## src/rtl/tug_score_counter_if.sv

```systemverilog
// Board-side bundle for the tug-of-war score counter: raw buttons and restart in, score and LEDs out.
// No valid/ready handshake: pbl/pbr are asynchronous levels, restart is a clk-domain level, and every output is valid on every cycle.
interface tug_score_counter_if #(
    parameter int WIDTH = 7
);
    logic             pbl;
    logic             pbr;
    logic             restart;
    logic [WIDTH-1:0] count;
    logic             win_left;
    logic             win_right;
    logic             at_min;
    logic             at_max;
    logic [3:0]       status;
    logic [1:0]       state_dbg;

    modport master (
        output pbl, pbr, restart,
        input  count, win_left, win_right, at_min, at_max, status, state_dbg
    );

    modport slave (
        input  pbl, pbr, restart,
        output count, win_left, win_right, at_min, at_max, status, state_dbg
    );
endinterface

```

## src/rtl/tug_score_counter.sv

```systemverilog
// Up/down score counter for the tug-of-war game: synchronised, edge-detected buttons,
// wrap-around counting in MODE 0, saturating game with winner detection in MODE 1.
module tug_score_counter #(
    parameter int WIDTH       = 7,
    parameter int RESET_VAL   = 64,
    parameter int SYNC_STAGES = 2,
    parameter int MODE        = 1
) (
    input  logic                clk,
    input  logic                rst,
    tug_score_counter_if.slave  bus
);
    localparam logic [WIDTH-1:0] RESET_CNT = WIDTH'(RESET_VAL);
    localparam logic [WIDTH-1:0] MAX_CNT   = {WIDTH{1'b1}};
    localparam logic [WIDTH-1:0] ZERO_CNT  = {WIDTH{1'b0}};
    localparam logic [WIDTH-1:0] ONE_CNT   = {{(WIDTH-1){1'b0}}, 1'b1};

    typedef enum logic [1:0] {
        PLAY      = 2'd0,
        LEFT_WIN  = 2'd1,
        RIGHT_WIN = 2'd2
    } state_t;

    state_t             state_q, state_d;
    logic [WIDTH-1:0]   count_q, count_d;
    logic               win_left_q, win_right_q;
    logic [SYNC_STAGES-1:0] sync_l_q, sync_r_q;
    logic               prev_l_q, prev_r_q;
    logic               sync_l, sync_r;
    logic               dn_pulse, up_pulse;

    assign sync_l   = sync_l_q[SYNC_STAGES-1];
    assign sync_r   = sync_r_q[SYNC_STAGES-1];
    assign dn_pulse = sync_l & ~prev_l_q;
    assign up_pulse = sync_r & ~prev_r_q;

    // Synchronisers and edge history run in every state so a held button never re-triggers.
    always_ff @(posedge clk or posedge rst) begin
        if (rst) begin
            sync_l_q <= '0;
            sync_r_q <= '0;
            prev_l_q <= 1'b0;
            prev_r_q <= 1'b0;
        end else begin
            sync_l_q <= {sync_l_q[SYNC_STAGES-2:0], bus.pbl};
            sync_r_q <= {sync_r_q[SYNC_STAGES-2:0], bus.pbr};
            prev_l_q <= sync_l;
            prev_r_q <= sync_r;
        end
    end

    always_comb begin
        state_d = state_q;
        count_d = count_q;
        if (bus.restart) begin
            state_d = PLAY;
            count_d = RESET_CNT;
        end else begin
            case (state_q)
                PLAY: begin
                    if (dn_pulse && !up_pulse) begin
                        count_d = count_q - ONE_CNT;
                    end else if (up_pulse && !dn_pulse) begin
                        count_d = count_q + ONE_CNT;
                    end
                    // RESET_VAL sits strictly inside the range, so reaching an end implies a step.
                    if (MODE != 0) begin
                        if (count_d == ZERO_CNT) begin
                            state_d = LEFT_WIN;
                        end else if (count_d == MAX_CNT) begin
                            state_d = RIGHT_WIN;
                        end
                    end
                end
                default: begin
                    state_d = state_q;
                    count_d = count_q;
                end
            endcase
        end
    end

    always_ff @(posedge clk or posedge rst) begin
        if (rst) begin
            state_q     <= PLAY;
            count_q     <= RESET_CNT;
            win_left_q  <= 1'b0;
            win_right_q <= 1'b0;
        end else begin
            state_q     <= state_d;
            count_q     <= count_d;
            win_left_q  <= (state_d == LEFT_WIN);
            win_right_q <= (state_d == RIGHT_WIN);
        end
    end

    assign bus.count     = count_q;
    assign bus.win_left  = win_left_q;
    assign bus.win_right = win_right_q;
    assign bus.at_min    = (count_q == ZERO_CNT);
    assign bus.at_max    = (count_q == MAX_CNT);
    assign bus.status    = {~win_right_q, ~win_left_q, ~bus.at_max, ~bus.at_min};
    assign bus.state_dbg = state_q;
endmodule

```

## src/flat_wrapper.sv

```systemverilog
// flat-port wrapper written by rule: the top's interface ports become plain ports
module tug_score_counter_flat 
#(
    parameter int WIDTH       = 7,
    parameter int RESET_VAL   = 64,
    parameter int SYNC_STAGES = 2,
    parameter int MODE        = 1
)
  (clk, rst, bus_pbl, bus_pbr, bus_restart, bus_count, bus_win_left, bus_win_right, bus_at_min, bus_at_max, bus_status, bus_state_dbg);
  tug_score_counter_if #(.WIDTH(WIDTH)) bus_i ();
  input  logic clk;
  input  logic rst;
  input wire logic [$bits(bus_i.pbl)-1:0] bus_pbl;
  input wire logic [$bits(bus_i.pbr)-1:0] bus_pbr;
  input wire logic [$bits(bus_i.restart)-1:0] bus_restart;
  output wire logic [$bits(bus_i.count)-1:0] bus_count;
  output wire logic [$bits(bus_i.win_left)-1:0] bus_win_left;
  output wire logic [$bits(bus_i.win_right)-1:0] bus_win_right;
  output wire logic [$bits(bus_i.at_min)-1:0] bus_at_min;
  output wire logic [$bits(bus_i.at_max)-1:0] bus_at_max;
  output wire logic [$bits(bus_i.status)-1:0] bus_status;
  output wire logic [$bits(bus_i.state_dbg)-1:0] bus_state_dbg;
  assign bus_i.pbl = bus_pbl;
  assign bus_i.pbr = bus_pbr;
  assign bus_i.restart = bus_restart;
  assign bus_count = bus_i.count;
  assign bus_win_left = bus_i.win_left;
  assign bus_win_right = bus_i.win_right;
  assign bus_at_min = bus_i.at_min;
  assign bus_at_max = bus_i.at_max;
  assign bus_status = bus_i.status;
  assign bus_state_dbg = bus_i.state_dbg;
  tug_score_counter #(.WIDTH(WIDTH), .RESET_VAL(RESET_VAL), .SYNC_STAGES(SYNC_STAGES), .MODE(MODE)) u_core (.clk(clk), .rst(rst), .bus(bus_i));
endmodule
```

## config.mk

```make
export PLATFORM = sky130hd
export DESIGN_NAME = tug_score_counter_flat
export DESIGN_NICKNAME = d
export VERILOG_FILES = /design/src/rtl/tug_score_counter_if.sv /design/src/rtl/tug_score_counter.sv /design/src/flat_wrapper.sv
export SDC_FILE = /design/constraint.sdc
export NUM_CORES = 1
export LEC_CHECK = 0
export ABC_AREA = 1
export BUFFER_PORTS_ARGS = -buffer_cell sky130_fd_sc_hd__buf_2
export CAP_MARGIN = 20
export CORE_MARGIN = 4
export CORE_UTILIZATION = 56
export DETAILED_ROUTE_END_ITERATION = 6
export GPL_ROUTABILITY_DRIVEN = 0
export PLACE_DENSITY = 0.82
export SYNTH_ARGS = -nofsm -noshare
export SYNTH_HDL_FRONTEND = slang
export SYNTH_SLANG_ARGS = --single-unit
```

## constraint.sdc

```tcl
create_clock -name clk -period 3 [get_ports clk]
set_clock_uncertainty 0.2 [all_clocks]
set_input_delay 0 -clock clk [delete_from_list [all_inputs] [get_ports clk]]
set_output_delay 0 -clock clk [all_outputs]
set_load 0.005 [all_outputs]
```

==> run metrics <==
Setup Buffers After CTS 0; area grow syn2layout 20.6%; PortBufs 21; pwr dens 501 mW/mm2; DR pass1 iterations 4; Max VDD drop 0.542 mV; Worst Path Max Fanout 6; Initial Util 0.626; vias in the first global route ~900; RSZ-0062 raised after global routing no; Synth Warn # 0; first-pass GRT wire length a little over 4000 um; r2r startpoint u_core.bus.count[1]; Synth Net Count about 150; clock slew at reported path FFs ~0.10 ns; Avg Cell Area, Syn 7.18 um2; Fmax ~0.52 GHz; critical path launch point type flip-flop; Max stage delay cell, worst path dfrtp_1; layout cell share with drive strength beyond 1 0.232; Slew headroom 0.405; final wirelength between 2000 and 2500 um; Die Y 50.2 um; largest net degree at the start of global routing 18; Avg Vias per Cell 5.19; all-layer global routing usage 0.212; Setup WS post-layout 1.07 ns; Finished Layout Cells between 150 and 200; Seq cells post-synth 17; initial antenna violation count 0; CP dominant cell by count nand2_1; Synth top area share 0.401; H-Tree Depth 1; total die area 0.00252 mm2; Setup Slack @ Placement 1.12 ns; clk root buf clkbuf_4; final hold violation count 0; CP endpoint kind flip-flop; max cap viols 0; Clock Tree Buf Depth 2; most frequent cells in the layout 43 x nand2_1, 22 x inv_1, 21 x buf_2; Inst Count DP 184; area leader, netlist dfrtp_1; fin crit period approximately 1.9 ns; number of sinks on the clock net 17; initial drt markers 39; CP peak stage delay between 0.4 and 0.5 ns; Filler cells 134; Num CTS Buffers 3; FF-to-FF setup slack 1.07 ns; Top delay family on crit path simple AND/OR/NAND/NOR gates; Post-Route Setup TNS 0 ns; area of the mapped netlist 998 um2; ANT cells 0; r2r worst-path depth 12; TritonCTS clock tree yes; Final Cycle Share 0.644; GRT overflow 0; CP bufs+invs 1; LEAKAGE 0.000687 uW; commonest non-fill, non-tap cell in the layout nand2_1; DR vias between 900 and 1000; sequential cell area fraction in the yosys report 0.427; Required @ worst endpoint 2.99 ns; Nets 177; Worst Tran Pin Value 0.886 ns; worst hold path type input pin to async pin; die width 50.2 um; cell count after synthesis 139; antenna viol nets, final 0; Clock Latency Late Sink between 0.2 and 0.3 ns; status complete, no violations; Distinct cells, synth 19; RR Endpoint u_core.bus.win_left; worst setup path class flip-flop to flip-flop; HPWL Detailed 1700 um; critical-path cell list ha_1 > nand2_1 > nor2_2 > nand4_1 > nand2_1 > nand2_1 > nand2_1 > inv_2 > nor2_1 > nand2_1 > a21oi_2 > nor2_1; core box area 0.00159 mm2; mean routed wirelength per cell 12.0 um; critical path arrival roughly 1.9 ns; DRC errors left 0; num rows 14; # IOs 22; Final Slew Violations 0; Finish-stage setup viols 0; Area contributors post-synth dfrtp_1 40%, nand2_1 16%, inv_1 8.3%
stage by stage:
stage          instance area (um2)  utilization  power (uW)  hold slack [ns]
5_1_grt                       1200        0.755         658            0.122
6_report                      1200        0.755         603            0.127
4_1_cts                       1200        0.755         603            0.136
3_5_place_dp                  1130        0.711         473          -0.0907
3_3_place_gp                  1130        0.711         468           -0.101
2_1_floorplan                  998            -         415           -0.275
synth_stat cells, drive strengths merged:
master / count
a22oi: 1
dfstp: 1
inv: 24
dfrtp: 16
ha: 3
a21oi: 1
nand4: 3
o21bai: 1
nor2: 18
nand3b: 1
nand3: 14
nand2: 48
nor3: 1
o21ai: 7
where the power goes:
group / internal [uW] / total (uW) / switching (uW)
clock network: 50.7 / 124 / 73.6
logic: 75.2 / 201 / 126
registers: 251 / 277 / 25.9
total: 377 / 603 / 226
routing by layer:
metal  wire, um  track usage  vias up  part of all wire
met2       1130        0.330       32              0.49
met4         59        0.115        0             0.026
met3        111       0.0266        6             0.048
met5          0            0        -                 0
met1       1000        0.285      466              0.44
li1           -            -      493                 -
sequential cells by signal, indices dropped and copies added, names as in the netlist:
signal and count:
u_core.bus.count 7, u_core.prev_r_q 1, u_core.bus.win_right 1, u_core.bus.state_dbg 2, u_core.bus.win_left 1, u_core.sync_l_q 2, u_core.prev_l_q 1, u_core.sync_r_q 2
worst reg2reg max path, cell delays in order (launching register included):
cell	delay [ns]
dfrtp_1	0.47
ha_1	0.22
nand2_1	0.07
nor2_2	0.13
nand4_1	0.12
nand2_1	0.09
nand2_1	0.05
nand2_1	0.06
inv_2	0.04
nor2_1	0.09
nand2_1	0.08
a21oi_2	0.14
nor2_1	0.05
worst max path at each step:
stage	start	to	cells after the start
final	u_core.bus.count[1]	u_core.bus.win_left	12
after global placement	u_core.bus.count[1]	u_core.bus.win_left	12
after CTS	u_core.bus.count[1]	u_core.bus.win_left	12
after global routing	u_core.bus.count[1]	u_core.bus.win_right	13
after detailed placement	u_core.bus.count[1]	u_core.bus.win_left	12
after floorplan	u_core.bus.count[0]	u_core.bus.win_left	9
logic make-up (layout without fill, tap and decap cells):
| family | after synthesis | count (layout) | share of synthesized area |
|---|---|---|---|
| flops | 17 | 17 | 0.427 |
| buf+inv | 24 | 53 | 0.0902 |
| compound gates | 10 | 10 | 0.0627 |
| simple gates | 85 | 85 | 0.382 |
| fa+ha+maj | 3 | 3 | 0.0376 |
final cells by class:
type	instances	area [um2]	area share
inverters	24	90.1	0.0748
multi-input cells	98	482	0.400
flip-flops and latches	17	427	0.354
well taps	24	30.0	0.0249
clock inverters	1	7.51	0.00624
repair buffers	25	145	0.121
clock buffers	3	22.5	0.0187
timing repair:
action,CTS,global route
hold buffers,4,0
endpoints found under the hold margin,30,0
gates resized for setup,0,0
(Power assumes the default switching activity.)
